File: src/rtl/store_buffer_pkg.sv
// store_buffer_pkg: shared types and defaults for the posted-write store buffer.
// Holds the entry struct, default sizing and the pointer-width helper.
package store_buffer_pkg;

  localparam int SB_DEPTH      = 4;
  localparam int SB_STARVE_LIM = 8;
  // word-address field wide enough for any ADDR_W up to 32
  localparam int SB_WA_W       = 30;

  typedef struct packed {
    logic [SB_WA_W-1:0] waddr;
    logic [31:0]        data;
    logic [3:0]         be;
  } sb_entry_t;

  function automatic int sb_ptr_w(input int depth);
    return (depth > 1) ? $clog2(depth) : 1;
  endfunction

endpackage

File: src/rtl/store_buffer_match.sv
// store_buffer_match: load-vs-pending-store overlap check, youngest wins.
// in: ent_i/vld_i/head_i entry array+mask+head, ld_waddr_i/ld_be_i load;
// out: ovl_o any overlap, cover_o youngest covers ld_be, data_o its data.
module store_buffer_match
  import store_buffer_pkg::*;
#(
  parameter int DEPTH = SB_DEPTH,
  parameter int PW    = sb_ptr_w(DEPTH)
) (
  input  sb_entry_t          ent_i [DEPTH],
  input  logic [DEPTH-1:0]   vld_i,
  input  logic [PW-1:0]      head_i,
  input  logic [SB_WA_W-1:0] ld_waddr_i,
  input  logic [3:0]         ld_be_i,
  output logic               ovl_o,
  output logic               cover_o,
  output logic [31:0]        data_o
);

  logic [PW-1:0] idx;
  logic [3:0]    sel_be;

  // walk oldest to youngest so the last hit is the youngest
  always_comb begin
    idx    = '0;
    ovl_o  = 1'b0;
    sel_be = 4'h0;
    data_o = 32'h0;
    for (int k = 0; k < DEPTH; k++) begin
      idx = head_i + PW'(k);
      if (vld_i[idx] &&
          ent_i[idx].waddr == ld_waddr_i &&
          |(ent_i[idx].be & ld_be_i)) begin
        ovl_o  = 1'b1;
        sel_be = ent_i[idx].be;
        data_o = ent_i[idx].data;
      end
    end
    cover_o = ovl_o && ((sel_be & ld_be_i) == ld_be_i);
  end

endmodule

File: src/rtl/store_buffer.sv
// store_buffer: posted-write FIFO between MEM and dm with load hazard check.
// Ports: clk, rst (async low); st_* store in; ld_* load check; dm_* drain;
// drain_prio starvation flag; count/empty occupancy. Option: STORE_FWD_EN.
module store_buffer
  import store_buffer_pkg::*;
#(
  parameter int DEPTH      = SB_DEPTH,
  parameter int ADDR_W     = 16,
  parameter int STARVE_LIM = SB_STARVE_LIM,
  localparam int PW = sb_ptr_w(DEPTH),
  localparam int CW = $clog2(DEPTH + 1),
  localparam int SW = $clog2(STARVE_LIM + 1)
) (
  input  logic              clk,
  input  logic              rst,
  input  logic              st_valid,
  output logic              st_ready,
  input  logic [ADDR_W-1:0] st_addr,
  input  logic [31:0]       st_wdata,
  input  logic [3:0]        st_be,
  input  logic              ld_valid,
  input  logic [ADDR_W-1:0] ld_addr,
  input  logic [3:0]        ld_be,
  output logic              ld_stall,
  output logic              ld_hit,
  output logic [31:0]       ld_data,
  input  logic              dm_busy,
  output logic [3:0]        dm_we,
  output logic [ADDR_W-1:0] dm_addr,
  output logic [31:0]       dm_wdata,
  output logic              drain_prio,
  output logic [CW-1:0]     count,
  output logic              empty
);

  logic [PW:0]       head_q, head_d;
  logic [PW:0]       tail_q, tail_d;
  logic [SW-1:0]     stv_q, stv_d;
  logic [ADDR_W-1:0] addr_q, addr_d;
  logic [31:0]       wd_q, wd_d;
  sb_entry_t         mem_q [DEPTH];

  logic              full, push, pop;
  logic [PW:0]       used;
  logic [DEPTH-1:0]  vld;
  sb_entry_t         hd;
  logic              ovl, cov;
  logic [31:0]       mdata;
  logic              unused_bits;

  assign used  = tail_q - head_q;
  assign empty = (head_q == tail_q);
  assign full  = (head_q[PW-1:0] == tail_q[PW-1:0]) &&
                 (head_q[PW] != tail_q[PW]);
  assign count = CW'(used);

  // ready depends on state only; a full buffer never takes a store
  assign st_ready = !full;
  assign push     = st_valid && !full;
  assign pop      = !empty && !dm_busy;

  assign hd       = mem_q[head_q[PW-1:0]];
  assign dm_we    = pop ? hd.be : 4'h0;
  assign dm_addr  = pop ? {hd.waddr[ADDR_W-3:0], 2'b00} : addr_q;
  assign dm_wdata = pop ? hd.data : wd_q;

  assign head_d = pop  ? head_q + 1'b1 : head_q;
  assign tail_d = push ? tail_q + 1'b1 : tail_q;
  assign addr_d = dm_addr;
  assign wd_d   = dm_wdata;

  assign drain_prio = (stv_q == SW'(STARVE_LIM));

  // any non-empty, non-draining cycle is a blocked one
  always_comb begin
    stv_d = stv_q;
    if (empty || pop)
      stv_d = '0;
    else if (!drain_prio)
      stv_d = stv_q + 1'b1;
  end

  // slot i is live when its age behind head is below occupancy
  always_comb begin
    vld = '0;
    for (int i = 0; i < DEPTH; i++)
      vld[i] = ({1'b0, PW'(i) - head_q[PW-1:0]} < used);
  end

  store_buffer_match #(
    .DEPTH(DEPTH),
    .PW   (PW)
  ) u_match (
    .ent_i     (mem_q),
    .vld_i     (vld),
    .head_i    (head_q[PW-1:0]),
    .ld_waddr_i(SB_WA_W'(ld_addr[ADDR_W-1:2])),
    .ld_be_i   (ld_be),
    .ovl_o     (ovl),
    .cover_o   (cov),
    .data_o    (mdata)
  );

`ifdef STORE_FWD_EN
  assign ld_stall = ld_valid && (drain_prio || (ovl && !cov));
  assign ld_hit   = ld_valid && !drain_prio && ovl && cov;
  assign ld_data  = ld_hit ? mdata : 32'h0;
  assign unused_bits = ^{st_addr[1:0], ld_addr[1:0], hd};
`else
  assign ld_stall = ld_valid && (drain_prio || ovl);
  assign ld_hit   = 1'b0;
  assign ld_data  = 32'h0;
  assign unused_bits = ^{st_addr[1:0], ld_addr[1:0], hd, cov, mdata};
`endif

  always_ff @(posedge clk or negedge rst) begin
    if (!rst) begin
      head_q <= '0;
      tail_q <= '0;
      stv_q  <= '0;
      addr_q <= '0;
      wd_q   <= '0;
    end else begin
      head_q <= head_d;
      tail_q <= tail_d;
      stv_q  <= stv_d;
      addr_q <= addr_d;
      wd_q   <= wd_d;
    end
  end

  // payload needs no reset; pointers define what is live
  always_ff @(posedge clk) begin
    if (push)
      mem_q[tail_q[PW-1:0]] <= '{
        waddr: SB_WA_W'(st_addr[ADDR_W-1:2]),
        data:  st_wdata,
        be:    st_be
      };
  end

endmodule

File: config.mk
export PLATFORM = sky130hd
export DESIGN_NAME = store_buffer
export DESIGN_NICKNAME = d
export VERILOG_FILES = /design/src/rtl/store_buffer_pkg.sv /design/src/rtl/store_buffer_match.sv /design/src/rtl/store_buffer.sv
export SDC_FILE = /design/constraint.sdc
export NUM_CORES = 1
export LEC_CHECK = 0
export BUFFER_PORTS_ARGS = -buffer_cell sky130_fd_sc_hd__buf_2
export CAP_MARGIN = 10
export CORE_MARGIN = 5
export CORE_UTILIZATION = 55
export CTS_CLUSTER_SIZE = 16
export DETAILED_ROUTE_END_ITERATION = 7
export PLACE_DENSITY = 0.8
export SYNTH_ARGS = -nofsm -noshare
export SYNTH_HDL_FRONTEND = slang
export SYNTH_SLANG_ARGS = --single-unit
export TNS_END_PERCENT = 50
File: constraint.sdc
create_clock -name clk -period 5.15 [get_ports clk]
set_clock_uncertainty 0.15 [all_clocks]
set_input_delay 0.7725 -clock clk [delete_from_list [all_inputs] [get_ports clk]]
set_output_delay 0.7725 -clock clk [all_outputs]
set_load 0.005 [all_outputs]
Word-level counts from Yosys, hierarchy flattened
Index checks and enable logic that the tools add are counted.
W data, S select, Z words.

word-level totals
  bits in registers = 322
  bits of input ports = 77
  output and inout bits = 92

operators by class
  add/sub/neg operators = 11
  magnitude comparators = 14
  eq/ne operators = 9
  muxes and demuxes = 32
  bitwise logic cells = 9
  reduce and logical (&&, ||, !) cells = 22

operators by type and width
  kind                   number
  $mux W66               9
  $bmux W66 S2           4
  $bwmux W264            1
  $demux W66 S2          1
  $eq A30 B14 Y1         4
  $mux W32               1
  $and A4 B4 Y4          4
  $mux W16               1
  $reduce_or A4 Y1       4
  $ge A3 B3 Y1 const B   5
  $not A2 Y3             5
  $logic_and A1 B1 Y1    13
  $lt A2 B3 Y1           4
  $lt A2 B3 Y1 const B   4
  $mux W4                3
  $bmux W1 S2            4
  $mux W1                8
  $add A3 B1 Y3 const B  2
  $add A2 B2 Y2 const B  2
  $add A4 B1 Y4 const B  1
  $eq A4 B4 Y1 const B   1
  $sub A1 B2 Y2 const A  2
  $sub A2 B2 Y2 const A  2
  $eq A3 B3 Y1           1
  other kinds (8)        11

Longest topological paths before layout
Gate-level depths: netlist of the first run.

  word-level depth = 13
  mapped depth = 14

Hierarchy
Synthesis of the first run repeated with hierarchy kept, for this count alone.

unflattened totals
  cell total of the unflattened synthesis = 1695
  area total of the unflattened synthesis = 19759.0 um2

modules (own cells, without submodules)
  module              instances  cells each  area each (um2)  sequential area each (um2)
  store_buffer        1          481         10058.4          7457.2
  store_buffer_match  1          1214        9700.6           0.0

Least setup slack after synthesis of the first run
No wires, ideal clock.

  path type = register to output
  from = register head_q[1]
  to = output port ld_stall
  arrival = 3.614 ns
  required time = 4.228 ns
  path slack = 0.613 ns
  cell stages (with the launch flop) = 15
  path through = dfrtp_1 buf_2 buf_1 buf_1 inv_1 fa_1 inv_1 ha_1 nor2_1 nor2_1 mux4_2 nor2_1 nor4_1 a21o_1 o41a_1

between the ends
  elaborated cells on any way between the ends = 62

RTL lines
  item                           line                      RTL
  start, declared                store_buffer.sv:36        logic [PW:0] head_q, head_d;
  start signal, assigned         store_buffer.sv:118       head_q <= '0;
  start signal, assigned         store_buffer.sv:124       head_q <= head_d;
  $sub A3 B3 Y3 *                store_buffer.sv:51        assign used = tail_q - head_q;
  net count[1]                   store_buffer.sv:32        output logic [CW-1:0] count,
  $lt A2 B3 Y1                   store_buffer.sv:87        vld[i] = ({1'b0, PW'(i) - head_q[PW-1:0]} < used);
  $bmux W1 S2                    store_buffer_match.sv:31  if (vld_i[idx] &&
  $mux W1 (implied by the code)  store_buffer_match.sv:31
  $logic_and A1 B1 Y1            store_buffer_match.sv:31
  $logic_and A1 B1 Y1            store_buffer_match.sv:32  ent_i[idx].waddr == ld_waddr_i &&
  $mux W1 (3 in series)          store_buffer_match.sv:31
  $mux W1 *                      store_buffer_match.sv:31
  $logic_or A1 B1 Y1 *           store_buffer.sv:110       assign ld_stall = ld_valid && (drain_prio || ovl);
  $logic_and A1 B1 Y1 *          store_buffer.sv:110
  end, declared                  store_buffer.sv:24        output logic ld_stall,

The timed path passes the listed nets; every way through them passes the cells marked *. The select of a mux whose other input is x is not followed.

Final worst setup path of the first run
  from = register tail_q[0]
  to = output port ld_stall

between the ends
  longest elaborated chain between the ends = 12
  elaborated cells on any way between the ends = 27

ends and longest elaborated chain
  item                           line                      RTL
  start, declared                store_buffer.sv:37        logic [PW:0] tail_q, tail_d;
  start signal, assigned         store_buffer.sv:125       tail_q <= tail_d;
  $sub A3 B3 Y3 *                store_buffer.sv:51
  $lt A2 B3 Y1                   store_buffer.sv:87
  $bmux W1 S2                    store_buffer_match.sv:31
  $mux W1 (implied by the code)  store_buffer_match.sv:31
  $logic_and A1 B1 Y1            store_buffer_match.sv:31
  $logic_and A1 B1 Y1            store_buffer_match.sv:32
  $mux W1 (3 in series)          store_buffer_match.sv:31
  $mux W1 *                      store_buffer_match.sv:31
  $logic_or A1 B1 Y1 *           store_buffer.sv:110
  $logic_and A1 B1 Y1 *          store_buffer.sv:110

Every way passes the cells marked *; elsewhere a longest branch is shown, timed or not. The select of a mux whose other input is x is not followed.

==> flow_summary.toml, run 1 <==
[synthesis]
synth.distinct_cells = 40
async_flop_share_pct = 22.48
synth-seq-cells = 258
syn_inst = 661
postSynthAreaPerCell_sq_um = 18.37
yosysWarnings = 0
seq_area_frac_synth_pct = 61.42
synth_ff_type = "edfxtp_1"
netlist_area_sq_um = 12140
synth_edf_count = 200

[setup_path]
timing.rr.end = "mem_q[245]"
cpMaxStageDelayCell = "fa_1"
critPathMaxStageDelay_ps = 500
crit_arrival_ps = 3920
worstPathCellList = "inv_1, ha_1, inv_1, fa_1, inv_1, ha_1, nor2_1, nor2_1, mux4_2, nor2_1, nor4_1, a21o_1, o41a_1, buf_2"
rrSetupSlack_ps = 1560
end_kind = "output port"
crit_start = "tail_q[0]"
crit_fanout = 5
r2r-start = "head_q[0]"
worstRegToRegCells = 6
cp-start-kind = "flip-flop"
critical_path_class = "reg2out"
cp.required_ps = 4230

[cells_and_area]
register_area_sq_um = 7465
fin_util_pct = 63.68
layout.cells.non_filler = 1102
final_area_sq_um = 13850
fill_cells = 1492
drive_gt1_share_pct = 42.32
area_growth_syn_to_layout_pct = 14.11
nets = 894
multi_input_area_sq_um = 4323

[route]
wl_mm = 25.99
drtIter0Drc = 397
drcViolationCount = 0
dr.pass1.iters = 5
viasPerCell = 5.985
dr_total_vias = 6596
ant_nets = 0
wl_per_cell_microns = 23.58

[global_routing]
antenna_found_initial = 5
grt.total_usage_pct = 20.89
grt_overflow = 0
grt_pass1_wl_mm = 40.14
grt_start_max_net_pins = 113
grt_pass1_vias = 7146

[die]
fp.dieH_microns = 158.6
die-area_sq_um = 25150
dieWidth_microns = 158.6
io_pins = 169
core_sq_um = 21760
initial_core_util_pct = 55.81
rows = 54

[sta]
setup_violations = 0
rsz0062_at_grt = "false"
post-route-period-util_pct = 94.03
hold_ws_ps = 230.5
tightest_slew_ps = 1063
fmax_mhz = 206.5
fin_setup_tns_ps = 0
period_needed_ps = 4843
hold_viol = 0
slew_viol_final = 0
slew_headroom_pct = 29.12

[placement]
place.port_buffers = 131
dp.cells = 1051
routabilityCongestion = 0.8478
hpwl_mm = 17.04
dpl_cell_area_sq_um = 12950

[cts]
clock_latency_ps = 540
post_cts_buffers = 0
tritoncts = "yes"
cts_hold_buf = 0
post_cts_resized = 0
cts.sinks = 258
numCtsBuffers = 27
clk_pin_slew_ps = 60
clockRootBuffer = "clkbuf_16"
h-tree-depth = 1
cts.path.max_buffers = 3

[power]
p_leak_nw = 5.046
combPwrFrac_pct = 44.8
seqPwrFrac_pct = 33.9
intPower_mw = 6.079
max-vdd-ir-drop_mv = 0.5094
p_per_area_nw_per_um2 = 662.4
p_sw_share_pct = 33.76
clkPwrFrac_pct = 21.3
switchingPower_mw = 3.098

[status]
outcome = "completed"

[job]
maxCapViolations = 0

[min_path]
hold_path_class = "in2async"
## power groups by stage
stage | Sequential, mW | Combinational, mW | Clock (mW)
after detailed placement | 3.15 | 4.13 | 0
after global placement | 3.09 | 4.01 | 0
after CTS | 3.12 | 4.17 | 1.99
after global routing | 3.17 | 4.47 | 2.08
final | 3.11 | 4.11 | 1.96
after floorplan | 3.07 | 3.05 | 0
## stage by stage
step,setup WS [ps],power (mW)
2_1_floorplan,613.2,6.122
3_3_place_gp,997.0,7.102
3_5_place_dp,905.3,7.284
4_1_cts,307.7,9.277
5_1_grt,112.8,9.716
6_report,307.5,9.178
## flip-flops by register name (all words and copies together), names as in the netlist
register	count
mem_q	200
stv_q	4
wd_q	32
addr_q	16
head_q	3
tail_q	3
## Yosys cell counts, types with 11 or more instances
cell	n	share of area, %
inv_1	14	0.43
buf_4	36	2.2
mux2_2	51	4.7
xor2_1	19	1.4
nand4_1	12	0.62
edfxtp_1	200	49
ha_1	16	1.6
xnor2_1	45	3.2
buf_2	11	0.45
mux4_2	99	18
nand2_1	12	0.37
dfrtp_1	58	12
## logic make-up after synthesis
kind of cell / count (synthesis) / share of synthesized area [%]
buf+inv: 79 / 4.070
other cells: 1 / 0.03089
mux: 156 / 23.80
simple gates: 55 / 2.452
xor+xnor: 64 / 4.617
fa+ha+maj: 17 / 1.814
compound gates: 31 / 1.793
flops: 258 / 61.42
## layout by cell type (no fill, tap or decap), types with 7 or more instances in the layout
cell type	count
buf_2	131
nand4_1	12
mux2_2	51
inv_1	14
a22oi_1	7
o21ai_0	7
edfxtp_1	200
buf_4	11
clkbuf_1	7
conb_1	33
clkbuf_16	27
nand2_1	12
dfrtp_1	56
nor2_1	8
mux4_2	99
ha_1	16
xor2_1	19
xnor2_1	45
## critical path, delay by kind of cell (launching register included)
kind / cells / cell delay, ps
DFF: 1 / 420
AOI/OAI and AO/OA: 2 / 600
muxes: 1 / 460
and+or+nand+nor: 4 / 420
buffers and inverters: 4 / 490
adders and majority gates: 3 / 980
## area by class of cell
cell class / instances / share of cell area [%]
antenna: 2 / 0.03612
clock buffer: 37 / 5.364
clock inverter: 12 / 1.138
inverter: 14 / 0.3793
multi-input combinational: 356 / 31.20
sequential: 258 / 53.88
tap: 280 / 2.529
timing repair buffer: 143 / 5.473
## layer usage
metal  wire (microns)  track usage (%)
met5               53                0
met4              454            4.427
met3             2383            5.328
met2            12850            34.93
met1            10250            28.22
## worst max path at each step
stage / to / cells past startpoint
2_1_floorplan: ld_stall / 14
3_3_place_gp: ld_stall / 14
3_5_place_dp: ld_stall / 14
4_1_cts: ld_stall / 14
5_1_grt: ld_stall / 14
6_report: ld_stall / 14
Note: power is estimated with default switching activity, not from simulation.
==> run 2, diff against run 1 <==
CORE_MARGIN = 1   (was 5)
PLACE_DENSITY = 0.77   (was 0.8)
SKIP_LAST_GASP = 1   (was unset)
SYNTH_HIERARCHICAL = 1   (was unset)
==> run 2 against run 1 <==
Effect of this change: the flow now finishes with violations (negative setup slack); worst setup slack lost 310 ps; sequential share of layout area decreased by 12 points; area after synthesis increased by 25%; worst hold slack better by 60 ps; critical endpoint unchanged; register-to-register slack better by 580 ps; non-clock buffer count up 36.
==> flow_summary.toml, run 2 <==
[min_path]
hold_path_class = "in2async"

[sta]
period_needed_ps = 5154
slew_viol_final = 0
setup_violations = 1
fmax_mhz = 194.0
layout_setup_ws_ps = -4.374
hold_viol = 0
tightest_slew_ps = 913.0
hold_ws_ps = 290.1
post-route-period-util_pct = 100.1
slew_headroom_pct = 39.13
rsz0062_at_grt = "true"

[setup_path]
rrSetupSlack_ps = 2140
cp-start-kind = "flip-flop"
critical_path_class = "reg2out"
r2r-start = "head_q[0]"
path_buf_inv = 3
crit_arrival_ps = 4230
crit_cells = 17
cp_top_family = "simple AND/OR/NAND/NOR gates"
cp.required_ps = 4230
end_kind = "output port"
timing.rr.end = "mem_q[133]"
crit_fanout = 5
crit_end = "ld_stall"
critPathMaxStageDelay_ps = 490
worstPathCellList = "ha_4, inv_2, fa_1, inv_2, ha_4, nor2b_1, o21ai_1, nand2_1, o22ai_2, nor4b_4, a21oi_1, or4_1, or4_4, nor2b_1, nand2_1, o21a_1, buf_2"
crit_start = "head_q[0]"
cpMaxStageDelayCell = "dfrtp_4"
worstRegToRegCells = 7

[cts]
numCtsBuffers = 25
clk_pin_slew_ps = 70
cts.path.max_buffers = 3
clock_latency_ps = 530
clockRootBuffer = "clkbuf_16"
cts.sinks = 258
tritoncts = "yes"
h-tree-depth = 1

[die]
rows = 60
dieWidth_microns = 168.4
initial_core_util_pct = 56.37
fp.dieH_microns = 168.4
core_sq_um = 27030
io_pins = 169
die-area_sq_um = 28370

[power]
combPwrFrac_pct = 54.6
p_per_area_nw_per_um2 = 617.4
clkPwrFrac_pct = 16.9
p_leak_nw = 7.254
p_sw_share_pct = 37.69
seqPwrFrac_pct = 28.5
max-vdd-ir-drop_mv = 0.4002
intPower_mw = 6.887
switchingPower_mw = 4.165
p_total_mw = 11.05

[route]
dr_total_vias = 9822
dr.pass1.iters = 5
wl_per_cell_microns = 20.48
ant_nets = 0
drcViolationCount = 0
wl_mm = 36.34
drtIter0Drc = 716
viasPerCell = 5.537

[global_routing]
grt_pass1_vias = 9728
grt_pass1_wl_mm = 55.78
grt_overflow = 0
grt.total_usage_pct = 25.85
grt_start_max_net_pins = 136
antenna_found_initial = 3

[placement]
place.port_buffers = 131
post-place-ws_ps = 207.2
dpl_cell_area_sq_um = 16780
routabilityCongestion = 0.9612
hpwl_mm = 24.42

[cells_and_area]
final_area_sq_um = 17900
nets = 1505
final_common_cell = "conb_1"
register_area_sq_um = 7465
largest_reg_flops = 200
area_growth_syn_to_layout_pct = 17.52
multi_input_area_sq_um = 7938
fill_cells = 1983
layout_common_cells = "conb_1 (245), edfxtp_1 (200), mux2i_1 (144), buf_2 (131), mux4_2 (83)"
drive_gt1_share_pct = 27.27

[synthesis]
postSynthAreaPerCell_sq_um = 14.16
syn_inst = 1076
netlist_area_sq_um = 15230
yosysWarnings = 6

[status]
outcome = "complete, but fails checks"
violations = "negative setup slack"

[job]
maxCapViolations = 0
## run 2: area by class of cell
type / count / share of cell area, %
antenna: 3 / 0.04193
clock buffer: 38 / 4.221
clock inverter: 8 / 0.5591
inverter: 21 / 0.4403
multi-input combinational: 926 / 44.34
sequential: 258 / 41.70
tap: 341 / 2.383
timing repair buffer: 179 / 6.318
## run 2: power groups by stage
stage | registers (mW) | logic [mW] | clock network (mW)
after floorplan | 3.09 | 4.12 | 0
after global placement | 3.12 | 5.41 | 0
after detailed placement | 3.17 | 5.50 | 0
after CTS | 3.14 | 5.76 | 1.89
after global routing | 3.20 | 6.47 | 1.98
final | 3.14 | 6.04 | 1.87
## run 2: worst min path at each step
stage | endpoint | slack, ps | from | cells past startpoint
5_1_grt | mem_q[26] | 300 | st_wdata[22] | 1
3_3_place_gp | addr_q[9] | 330 | addr_q[9] | 1
6_report | stv_q[0] | 290 | rst | 2
2_1_floorplan | addr_q[0] | 330 | rst | 0
3_5_place_dp | wd_q[9] | 330 | wd_q[9] | 1
4_1_cts | mem_q[26] | 300 | st_wdata[22] | 1
## run 2: through the flow
stage / instances / TNS [ps] / utilization (%)
global route: 1772 / -213.1 / 66.22
detailed placement: 1707 / 0 / 62.10
global placement: 1707 / 0 / 62.10
finish: 1774 / -4.374 / 66.24
floorplan: 1320 / 0 / -
CTS: 1767 / -93.25 / 65.93
## run 2: timing repair
item	in CTS	in global routing
gates cloned	0	1
pin swaps	10	11
hold buffers	0	0
setup endpoints to repair	1	1
resized for setup	19	6
buffers inserted	14	5
## run 2: worst reg2reg max path: cells and delay by family, from the launching register on
family | cells | cell delay (ps)
AND/OR/NAND/NOR | 2 | 360
flip-flops | 1 | 430
adder cells (fa/ha/maj) | 1 | 380
buffers and inverters | 3 | 950
AO/OA/AOI/OAI | 1 | 260
## run 2: routing by layer
metal  vias to the layer above  part of all wire [%]  wire, microns  GRT usage, %
li1                       4562                     -              -             -
met1                      4896                    43          15620         35.34
met2                       307                    49          17740         43.10
met3                        57                   5.9           2139         3.949
met4                         0                   2.3            840         7.470
met5                         -                     0              0             0
==> run 3, diff against run 2 <==
GPL_TIMING_DRIVEN = 0   (was unset)
PLACE_DENSITY = 0.8   (was 0.77)
clock period = 4.4 ns   (was 5.15 ns; I/O delays follow)
==> run 3 against run 2 <==
Effect of this change: the run still ends with negative setup slack left; clock power up 13%; worst setup slack worse by 800 ps; final cell count up 3.9%; routed wire length up 26%; utilization up 2.3 points; first-iteration DRC count up 50%; combinational power up 36%; global-route usage up 6.6 points; via count up 11%; sequential power up 18%; largest cell class unchanged; highest routed layer is now met5.
==> flow_summary.toml, run 3 (synthesis gave the netlist of run 2 again) <==
[die]
initial_core_util_pct = 56.37
io_pins = 169
core_sq_um = 27030
fp.dieH_microns = 168.4
dieWidth_microns = 168.4
die-area_sq_um = 28370
rows = 60

[sta]
slew_headroom_pct = 36.05
hold_viol = 0
post-route-period-util_pct = 118.2
slew_viol_final = 0
fin_setup_tns_ps = -800.9
fmax_mhz = 192.3
layout_setup_ws_ps = -800.9
tightest_slew_ps = 952.4
setup_violations = 1
rsz0062_at_grt = "true"
period_needed_ps = 5201

[route]
drcViolationCount = 0
dr_total_vias = 10855
ant_nets = 0
dr.pass1.iters = 8
viasPerCell = 5.890
wl_mm = 45.62
wl_per_cell_microns = 24.75
drtIter0Drc = 1075

[global_routing]
grt_overflow = 0
grt_start_max_net_pins = 59
antenna_found_initial = 1
grt_pass1_vias = 10722
grt_pass1_wl_mm = 67.33
grt.total_usage_pct = 32.41

[cts]
numCtsBuffers = 25
cts_hold_buf = 0
tritoncts = "yes"
cts.path.max_buffers = 3
clock_latency_ps = 540
cts.sinks = 258
h-tree-depth = 1
clk_pin_slew_ps = 60
clockRootBuffer = "clkbuf_16"

[setup_path]
path_buf_inv = 4
cp-start-kind = "flip-flop"
end_kind = "output port"
crit_fanout = 5
crit_cells = 18
critical_path_class = "reg2out"
cp.required_ps = 3590
cp_top_family = "simple AND/OR/NAND/NOR gates"
rrSetupSlack_ps = 1070
crit_arrival_ps = 4390
critPathMaxStageDelay_ps = 600
worstRegToRegCells = 7
r2r-start = "head_q[0]"
worstPathCellList = "inv_2, ha_4, inv_2, fa_1, inv_4, ha_4, nor2b_4, o21ai_4, nand2_2, o22ai_2, nor4b_4, a21oi_1, or4_1, or4_4, nor2b_4, nand2_2, o21a_1, buf_2"
cpMaxStageDelayCell = "fa_1"
crit_start = "tail_q[0]"

[power]
p_leak_nw = 7.537
p_per_area_nw_per_um2 = 758.3
max-vdd-ir-drop_mv = 0.5028

[cells_and_area]
layout_common_cells = "conb_1 (245), edfxtp_1 (200), mux2i_1 (139), buf_2 (133), mux4_2 (83)"
largest_reg_flops = 200
area_growth_syn_to_layout_pct = 21.55
final_common_cell = "conb_1"
nets = 1578
diodes = 0
drive_gt1_share_pct = 30.16

[status]
outcome = "complete, but fails checks"
violations = "negative setup slack"

[min_path]
hold_path_class = "in2async"

[placement]
post-place-ws_ps = -925.5
place.port_buffers = 121
hpwl_mm = 31.34
routabilityCongestion = 1.022

[job]
maxCapViolations = 0
[run 3: cell types whose count changed in the layout (fill, tap and decap cells not counted), sizes merged]
cell / before / now
diode: 3 / 0
clkinv: 3 / 8
buf: 178 / 223
clkinvlp: 1 / 2
inv: 23 / 22
clkbuf: 39 / 61
[run 3: power breakdown]
part | switching [mW] | internal [mW] | total (mW)
Combinational | 4.50 | 3.72 | 8.22
Sequential | 0.315 | 3.39 | 3.71
Clock | 0.912 | 1.20 | 2.12
Total | 5.73 | 8.31 | 14.0
[run 3: path summary, 6_finish.rpt]
path                              end
hold / removal              head_q[2]
min in group clk           mem_q[216]
max in group asynchronous    wd_q[29]
setup / recovery             ld_stall
setup reg to reg           mem_q[232]
hold reg to reg              wd_q[30]
[run 3: cell type report]
type,count,area (sq um)
clock inverters,13,133.9
well taps,341,426.7
fillers,1855,8509
inverters,21,86.33
multi-input cells,926,8132
repair buffers,139,750.7
flip-flops and latches,258,7458
plain buffers,113,857.1
clock buffers,32,671.9
[run 3: metrics by stage]
step	instance area, sq um	hold WS (ps)	total power [mW]	util, %	std cells
2_1_floorplan	16170	214.4	8.489	-	1320
3_3_place_gp	17200	326.4	10.55	63.65	1782
3_5_place_dp	17220	330.1	10.68	63.71	1782
4_1_cts	18250	76.77	13.27	67.54	1839
5_1_grt	18520	97.09	14.59	68.51	1843
6_report	18520	34.43	14.04	68.51	1843
[run 3: layer usage]
metal	wire length (microns)	share of wire, %	up-vias	GRT usage [%]
li1	-	-	4698	-
met1	18200	40	5473	43.97
met2	22230	49	590	53.49
met3	3793	8.3	92	5.054
met4	1386	3.0	2	11.19
met5	13	0.028	-	0
[run 3: worst reg2reg max path, delay by kind of cell (launching register included)]
kind | cells | cell delay, ps
buf+inv | 3 | 730
fa+ha+maj | 1 | 400
flops | 1 | 440
simple gates | 2 | 930
compound gates | 1 | 240
[run 3: what timing repair did]
action | CTS | global route
gates resized for setup | 32 | 53
pin swaps | 13 | 25
gates cloned | 0 | 0
endpoints found under the setup margin | 42 | 2
hold endpoints to repair | 0 | 0
setup buffers | 12 | 7
